===== src/rtl/tree_reduction_controller.sv =====
// Streaming vector reducer: sums VEC_LEN signed elements that arrive TREE_INPUTS per beat
// through one shared adder tree, then holds the result until the consumer takes it.

module binary_tree_adder #(
    parameter int INPUTS_AMOUNT  = 8,
    parameter int OUTPUTS_AMOUNT = 1,
    parameter int P              = 16
) (
    input  logic signed [P-1:0] in_data  [INPUTS_AMOUNT],
    output logic signed [P-1:0] out_data [OUTPUTS_AMOUNT]
);

    localparam int OUT_LEVEL = $clog2(INPUTS_AMOUNT / OUTPUTS_AMOUNT);

    generate
        if ((INPUTS_AMOUNT < 2) || ((INPUTS_AMOUNT & (INPUTS_AMOUNT - 1)) != 0)) begin : g_bad_inputs
            $fatal(1, "binary_tree_adder: INPUTS_AMOUNT must be a power of 2, at least 2");
        end
        if ((OUTPUTS_AMOUNT < 1) || (OUTPUTS_AMOUNT > INPUTS_AMOUNT) ||
            ((OUTPUTS_AMOUNT & (OUTPUTS_AMOUNT - 1)) != 0)) begin : g_bad_outputs
            $fatal(1, "binary_tree_adder: OUTPUTS_AMOUNT must be a power of 2 no larger than INPUTS_AMOUNT");
        end

        // Each level halves the lane count; sums wrap modulo 2**P like the accumulator downstream.
        for (genvar l = 0; l <= OUT_LEVEL; l++) begin : g_lvl
            logic signed [P-1:0] sum [INPUTS_AMOUNT >> l];
            if (l == 0) begin : g_leaf
                for (genvar i = 0; i < INPUTS_AMOUNT; i++) begin : g_lane
                    assign sum[i] = in_data[i];
                end
            end else begin : g_add
                for (genvar i = 0; i < (INPUTS_AMOUNT >> l); i++) begin : g_pair
                    assign sum[i] = g_lvl[l-1].sum[2*i] + g_lvl[l-1].sum[2*i+1];
                end
            end
        end

        for (genvar o = 0; o < OUTPUTS_AMOUNT; o++) begin : g_out
            assign out_data[o] = g_lvl[OUT_LEVEL].sum[o];
        end
    endgenerate

endmodule

module tree_reduction_controller #(
    parameter int P           = 16,
    parameter int TREE_INPUTS = 8,
    parameter int VEC_LEN     = 64
) (
    input  logic                clk,
    input  logic                rst_n,
    input  logic                in_valid,
    output logic                in_ready,
    input  logic signed [P-1:0] in_data [TREE_INPUTS],
    input  logic                flush,
    output logic                out_valid,
    input  logic                out_ready,
    output logic signed [P-1:0] out_sum,
    output logic                busy
);

    localparam int BEATS = VEC_LEN / TREE_INPUTS;
    localparam int CNT_W = $clog2(BEATS) + 1;
    localparam logic [CNT_W-1:0] LAST_BEAT = CNT_W'(BEATS - 1);

    typedef enum logic [1:0] {
        IDLE,
        ACCUM,
        HOLD
    } state_t;

    state_t              state;
    state_t              state_next;
    logic [CNT_W-1:0]    beat_cnt;
    logic [CNT_W-1:0]    beat_cnt_next;
    logic signed [P-1:0] acc;
    logic signed [P-1:0] acc_next;
    logic signed [P-1:0] out_sum_next;
    logic signed [P-1:0] beat_sum;
    logic signed [P-1:0] tree_sum;
    logic signed [P-1:0] tree_out [1];
    logic                out_valid_next;
    logic                ready_en;
    logic                accept;

    generate
        if ((TREE_INPUTS < 2) || ((TREE_INPUTS & (TREE_INPUTS - 1)) != 0)) begin : g_bad_tree
            $fatal(1, "tree_reduction_controller: TREE_INPUTS must be a power of 2, at least 2");
        end
        if ((VEC_LEN < TREE_INPUTS) || ((VEC_LEN % TREE_INPUTS) != 0)) begin : g_bad_len
            $fatal(1, "tree_reduction_controller: VEC_LEN must be a positive multiple of TREE_INPUTS");
        end
    endgenerate

    binary_tree_adder #(
        .INPUTS_AMOUNT (TREE_INPUTS),
        .OUTPUTS_AMOUNT(1),
        .P             (P)
    ) u_tree (
        .in_data (in_data),
        .out_data(tree_out)
    );

    assign tree_sum = tree_out[0];
    assign in_ready = ready_en && (state != HOLD);
    assign busy     = (state != IDLE);
    assign accept   = in_valid && in_ready;

    // ready_en keeps in_ready low through reset and releases it on the first clock afterwards.
    always_ff @(posedge clk or negedge rst_n) begin
        if (!rst_n) begin
            ready_en <= 1'b0;
        end else begin
            ready_en <= 1'b1;
        end
    end

    always_ff @(posedge clk or negedge rst_n) begin
        if (!rst_n) begin
            state     <= IDLE;
            beat_cnt  <= '0;
            acc       <= '0;
            out_sum   <= '0;
            out_valid <= 1'b0;
        end else begin
            state     <= state_next;
            beat_cnt  <= beat_cnt_next;
            acc       <= acc_next;
            out_sum   <= out_sum_next;
            out_valid <= out_valid_next;
        end
    end

    // The first beat of a vector starts from zero, so a stale acc never leaks into a new vector.
    always_comb begin
        state_next     = state;
        beat_cnt_next  = beat_cnt;
        acc_next       = acc;
        out_sum_next   = out_sum;
        out_valid_next = out_valid;
        beat_sum       = ((beat_cnt == '0) ? '0 : acc) + tree_sum;

        case (state)
            IDLE, ACCUM: begin
                if (flush) begin
                    state_next    = IDLE;
                    beat_cnt_next = '0;
                    acc_next      = '0;
                end else if (accept) begin
                    acc_next = beat_sum;
                    if (beat_cnt == LAST_BEAT) begin
                        out_sum_next   = beat_sum;
                        out_valid_next = 1'b1;
                        beat_cnt_next  = '0;
                        state_next     = HOLD;
                    end else begin
                        beat_cnt_next = beat_cnt + CNT_W'(1);
                        state_next    = ACCUM;
                    end
                end
            end
            HOLD: begin
                if (out_valid && out_ready) begin
                    out_valid_next = 1'b0;
                    state_next     = IDLE;
                end
            end
            default: begin
                state_next = IDLE;
            end
        endcase
    end

endmodule


===== config.mk =====
export PLATFORM = sky130hd
export DESIGN_NAME = tree_reduction_controller
export DESIGN_NICKNAME = d
export VERILOG_FILES = /design/src/rtl/tree_reduction_controller.sv
export SDC_FILE = /design/constraint.sdc
export NUM_CORES = 1
export LEC_CHECK = 0
export CAP_MARGIN = 20
export CORE_AREA = 2 2 109 111
export CTS_BUF_LIST = sky130_fd_sc_hd__clkbuf_4 sky130_fd_sc_hd__clkbuf_8 sky130_fd_sc_hd__clkbuf_16
export DETAILED_ROUTE_END_ITERATION = 12
export DIE_AREA = 0 0 111 113
export DONT_BUFFER_PORTS = 1
export PLACE_DENSITY = 0.58
export SLEW_MARGIN = 5
export SYNTH_ARGS = -nofsm -noshare
export SYNTH_HDL_FRONTEND = slang
export SYNTH_SLANG_ARGS = --single-unit

===== constraint.sdc =====
create_clock -name clk -period 6.7 [get_ports clk]
set_clock_uncertainty 0.1 [all_clocks]
set_input_delay 0.67 -clock clk [delete_from_list [all_inputs] [get_ports clk]]
set_output_delay 0.67 -clock clk [all_outputs]
set_load 0.02 [all_outputs]

==> results by group <==
GRT
  • Pin count of the biggest net entering global routing: 41
  • Global-route track usage on met2: 26.4%
  • Initial antenna violation count: 0
  • Global Route met3 Usage: 3.21%
  • Overall fraction of global-route tracks in use: 15.2%
  • Remaining global-route overflow: 0
  • Gr busiest metal: met2
  • M1 GR Usage: between 10% and 20%
  • Number of global-route vias before repair: between 3k and 4k
  • Wire length of the first global-routing pass: 15.4 mm

Logic synthesis
  • Synth cell types: 42
  • Sequential element share of the synthesized area: 20.1%
  • Synthesized Nets: 744
  • Count of state elements after synthesis: 40
  • Portion of synthesized cell area occupied by the leading cell type: 40.7%
  • Top post-synthesis cells by area: fa_1, dfrtp_1, inv_1, ha_1, nand2_1
  • Leading cell types by count after synthesis: inv_1, fa_1, nand2_1
  • Count of warnings emitted by yosys: 0
  • Cell Area, Synth: 4970 um^2
  • Library cell with the highest instance count after synthesis: inv_1
  • Synthesized instance count: 492
  • Fraction of registers with async set/reset: 100%
  • Number of flops mapped to enable cells by yosys: 0
  • Most used DFF post-synth: dfrtp_1
  • Post-Synthesis Mean Instance Area: 10.1 um^2
  • Synth area leader: fa_1

Placed design
  • Last weighted congestion value of the routability-driven placer: a little under 0.8
  • HPWL Detailed: 7.82 mm
  • Inst Count DP: 629
  • Number of port buffers: 0

Route
  • 1st-iter DRT viols: 76
  • Mean routed wirelength per cell: around 14 um
  • Detailed-routing iteration count for the pre-antenna-repair pass: 4
  • Final routed DRC violation total: 0
  • Number of nets still failing antenna checks after routing: 0
  • Vias per cell: 4.90
  • Routed wire length: 8.90 mm
  • Via count: 3124

Worst setup path
  • Cell family with most CP delay: adder cells
  • Count of cell instances traversed by the critical path: 20
  • Type of the worst setup path: reg -> reg
  • Kind of launch point of the worst setup path: register
  • Critical-path top delay cell: fa_1
  • Top fanout value on the critical path: 16
  • Critical Path End Type: register
  • Worst path required time: 6810 ps
  • Worst stage delay on the critical path: approximately 550 ps
  • Arrival @ worst endpoint: 5400 ps
  • Most used cell along the critical path: fa_1
  • Count of cells along the worst register-to-register path: 20
  • Cell chain of the critical path: inv_1, ha_1, nor3b_2, buf_4, nor2b_1, fa_1, fa_1, fa_1, inv_1, fa_1, inv_1, ha_1, inv_1, fa_1, nor2b_1, o21a_1, o211a_1, o21ai_0, a211o_1, nand3_1
  • Sum of buffers and inverters on the critical path: 5

Clocking
  • Clock tree from TritonCTS: done
  • Number of cells upsized or downsized after cts: 0
  • Number of sinks driven by the clock tree: 40
  • Worst-Skew Late Latency: 280 ps
  • Worst-path clk slew: 60 ps
  • Maximum level of the CTS H-tree: 2
  • # Post-CTS Setup Buffers: 0
  • Buffer depth of the longest clock path: 2
  • TritonCTS buffer count: 5
  • Hold buffer count at cts: 1
  • Library cell used as clock root buffer: clkbuf_16

Status
  • Result of the run: finished clean

Worst hold path
  • Kind of path behind the tightest hold check: in -> async

Die
  • I/O pin total: 152
  • Standard-cell rows: 39
  • Die span in y: 113 um
  • Die X: 111 um
  • Starting utilization of the core area: 44.1%
  • Placeable core region: 11300 um^2
  • Die Footprint: roughly 13000 um^2

Power and ir drop
  • Worst IR Drop VDD: about 0.26 mV
  • Leakage: ~2.7 nW
  • P per Cell Area: 468 nW/um^2

STA
  • RSZ-0062 raised after global routing: false
  • Slew HR: 32.5%
  • Final critical path time including I/O delays and setup: 5290 ps
  • Worst-Margin Slew: 1010 ps
  • Hold Vio Cnt, Final: 0
  • Final clock period utilization by the worst path: 78.9%
  • Setup Total Neg Slack: 0 ps
  • Peak clock frequency supported by timing: 189 MHz
  • # setup viols final: 0
  • Slew Viols, Final: 0

Finish
  • Fin nets: 746
  • Antenna diodes: 0
  • Layout cell share with drive strength beyond 1: between 4 and 5%
  • Area Overhead vs Synth: 6.92%
  • Number of standard cells in the layout, taps in and fillers out: 638

Job
  • Number of maximum-capacitance violations: 0
-- power breakdown --
group	leakage, nW	switching, mW	internal [mW]
Sequential	0.549	0.0130	0.270
Clock	0.0798	0.0958	0.175
Combinational	2.10	1.10	0.828
-- logic make-up after synthesis --
group | synth area share, %
buf+inv | 11.6
xor+xnor | 4.48
fa+ha+maj | 45.2
simple gates | 9.24
compound gates | 8.53
flops | 20.1
other cells | 0.0755
mux | 0.680
-- metrics by stage --
stage               hold slack [ps]  total power [mW]  worst slack, ps  util (%)  area (um^2)
CTS                             136              2.51             1410      47.1         5310
floorplan                       274              1.85             1690         -         4970
finish                          121              2.49             1410      47.1         5310
global route                    136              2.80             1120      47.1         5310
detailed placement              275              2.22             1440      45.5         5130
global placement                275              2.21             1560      45.5         5130
-- routing by layer --
| metal | vias up | share of wire [%] |
|---|---|---|
| li1 | 1464 | - |
| met1 | 1539 | 41 |
| met2 | 111 | 51 |
| met3 | 10 | 6.7 |
| met4 | 0 | 1.1 |
| met5 | - | 0 |
-- cell usage in the layout, fill, tap and decap left out, types with 9 or more instances in the layout --
master / n
nand2_1: 46
dfrtp_1: 40
o21ai_0: 11
xnor2_1: 19
a21oi_1: 9
inv_1: 146
a22o_1: 12
ha_1: 18
nor2b_1: 19
fa_1: 101
-- path summary, 6_finish.rpt --
| path | startpoint | end | slack (ps) |
|---|---|---|---|
| setup / recovery | beat_cnt[0]$_DFFE_PN0P_ | out_sum[14]$_DFFE_PN0P_ | 1410 |
| hold / removal | rst_n | beat_cnt[2]$_DFFE_PN0P_ | 120 |
| setup reg to reg | beat_cnt[0]$_DFFE_PN0P_ | out_sum[14]$_DFFE_PN0P_ | 1410 |
| hold reg to reg | acc[8]$_DFFE_PN0P_ | acc[8]$_DFFE_PN0P_ | 380 |
| max in group asynchronous | rst_n | out_sum[12]$_DFFE_PN0P_ | 6170 |
| min in group clk | flush | state[0]$_DFFE_PN0P_ | 370 |
-- final cells by class --
type	instances	area [um^2]
clock buffers	5	125
clock inverters	3	42.5
fillers	1059	5960
inverters	146	548
multi-input cells	299	3390
flip-flops and latches	40	1000
well taps	143	179
repair buffers	2	27.5
-- sequential cells by signal, indices dropped and copies added, names as in the netlist --
name,cells
acc,16
out_sum,16
beat_cnt,4
state,2
out_valid,1
ready_en,1
(Power assumes the default switching activity.)
==> RTL edit: new RTL, same flow settings <==
Re-encode `state_t` (3 states) as one-hot, 3 bits wide.
--- a/src/rtl/tree_reduction_controller.sv
+++ b/src/rtl/tree_reduction_controller.sv
@@ -64,8 +64,8 @@
     localparam logic [CNT_W-1:0] LAST_BEAT = CNT_W'(BEATS - 1);
 
-    typedef enum logic [1:0] {
-        IDLE,
-        ACCUM,
-        HOLD
+    typedef enum logic [2:0] {
+        IDLE  = 3'b001,
+        ACCUM = 3'b010,
+        HOLD  = 3'b100
     } state_t;
 
Formal check against the unedited RTL: same outputs for any inputs over 10 cycles, from zero or initial values and one cycle with rst_n low; not proved beyond that.
==> RTL edit against the original RTL <==
- worst setup slack worse by 0.020 ns
- wire length up 3.8%
- combinational power decreased by 5%
- synthesized area is 1.1% higher
- sequential cell count up 1
- synthesized cell count shrank 1.6%
- sequential share of layout area up 0.32 points
- final area rose by 0.89%
- total power decreased by 4.4%
- global-route usage increased by 0.37 points
==> RTL edit: results <==
metrics = {
    "global_route": {
        "first_pass_grt_wire_length_um": 15800,
        "grt_pass1_vias": 3289,
        "antenna_found_initial": 0,
        "track_usage": 0.156,
    },
    "routing": {
        "wl_per_cell_um": 14.6,
        "wl_met2_um": 4640,
        "dr.max_layer_used": "met4",
        "viasPerCell": 4.96,
        "vias": 3131,
        "dr.first_iter.drc_count": 97,
        "first_pass_iters": 6,
        "wl_met1_um": 3820,
        "routed-wl-met3_um": 669,
    },
    "place": {
        "post-dp-hpwl_um": 7940,
        "post-place-cells": 622,
        "post_dp_cell_area_sq_mm": 0.00518,
        "placement.io_buffers": 0,
        "gp_congestion": 0.782,
    },
    "synthesis": {
        "yosys_warnings": 0,
        "netlist_instances": 484,
        "yosys-top-cells-area": "fa_1, dfrtp_1, inv_1",
        "yosysSeqAreaShare": 0.204,
        "dominantRegCellSynth": "dfrtp_1",
        "synth-async-reset-ratio": 1.00,
        "synthTopCellsByCount": "inv_1, fa_1, dfrtp_1",
        "ys_types": 43,
    },
    "cells_and_area": {
        "post_route_cells_drive_above_1_share": 0.0451,
        "antenna_cells": 0,
        "fillerInstances": 1053,
        "nNetsFinal": 739,
    },
    "cts": {
        "clk-insertion-delay-late_ns": 0.28,
        "clk_transition_reported_paths_ns": 0.06,
        "cts-buffers-inserted": 5,
        "cts-root-to-sink-buffers": 2,
        "cts.htree.levels": 2,
        "clockRootBuffer": "clkbuf_16",
    },
    "sta": {
        "slew-limit-headroom": 0.472,
        "setup_ws_ns": 1.39,
    },
    "critical_path": {
        "crit_end": "out_sum[13]",
        "crit_start": "beat_cnt[0]",
        "worst-r2r-cell-count": 18,
        "timing.reg2reg.setup_slack_ns": 1.39,
        "crit_path_top_delay_cell": "fa_1",
        "worstPathArrival_ns": 5.38,
        "gate_family_responsible_for_the_most_delay_along_the_worst_path": "adder cells",
    },
    "power_and_ir_drop": {
        "power.static_leakage_nw": 2.73,
        "vdd.ir_drop.worst_v": 0.000233,
    },
    "status": {
        "status": "complete, no violations",
    },
}
RTL edit: through the flow:
stage | hold WS (ns) | power (W)
2_1_floorplan | 0.274 | 0.00173
3_3_place_gp | 0.275 | 0.00210
3_5_place_dp | 0.275 | 0.00212
4_1_cts | 0.122 | 0.00240
5_1_grt | 0.116 | 0.00266
6_report | 0.130 | 0.00238
RTL edit: layout make-up:
| class | count | area, sq um | share of cell area |
|---|---|---|---|
| multi-input cells | 291 | 3420 | 0.638 |
| flip-flops and latches | 41 | 1030 | 0.192 |
| inverters | 145 | 544 | 0.102 |
| well taps | 143 | 179 | 0.0334 |
| clock buffers | 7 | 153 | 0.0285 |
| repair buffers | 3 | 35.0 | 0.00653 |
| clock inverters | 1 | 5.00 | 0.000933 |
RTL edit: worst reg2reg max path: stages, from the launching register on:
cell and delay (ns):
dfrtp_1 0.43, inv_1 0.07, ha_1 0.19, nor3b_2 0.15
buf_4 0.20, nor2b_1 0.18, fa_1 0.46, fa_1 0.50
fa_1 0.55, inv_1 0.05, fa_1 0.52, inv_1 0.05
ha_1 0.28, a211oi_1 0.36, o211ai_1 0.16, a21oi_1 0.32
o21ai_0 0.18, xor2_1 0.19, mux2_2 0.28
RTL edit: worst min-delay path by stage:
stage	from	endpoint	cells after the start
after floorplan	rst_n	acc[0]	0
after global placement	rst_n	out_valid	0
after detailed placement	rst_n	out_valid	0
after CTS	rst_n	state[0]	0
after global routing	rst_n	state[0]	0
final	rst_n	state[0]	0
RTL edit: cell families (layout without fill, tap and decap cells):
logic type	after synthesis	after routing	synth area share
and+or+nand+nor	76	76	0.0827
buffers and inverters	152	156	0.115
adders and majority gates	119	119	0.447
other	1	1	0.000746
DFF	41	41	0.204
muxes	8	8	0.0187
AOI/OAI and AO/OA	62	62	0.0832
xor gates and xnor gates	25	25	0.0478
RTL edit: power breakdown:
group	internal, W	total [W]	switching, W
registers	0.000273	0.000287	0.0000140
logic	0.000774	0.00184	0.00107
clock network	0.000158	0.000248	0.0000909
RTL edit: repair_timing:
item,4_1_cts,5_1_grt
hold buffers,1,0
buffers inserted,0,0
endpoints found under the hold margin,40,0
RTL edit: metal layers:
metal / vias to the layer above / global-route usage
met5: - / 0
met4: 0 / 0.0350
met3: 8 / 0.0407
met2: 108 / 0.265
met1: 1549 / 0.203
li1: 1466 / -
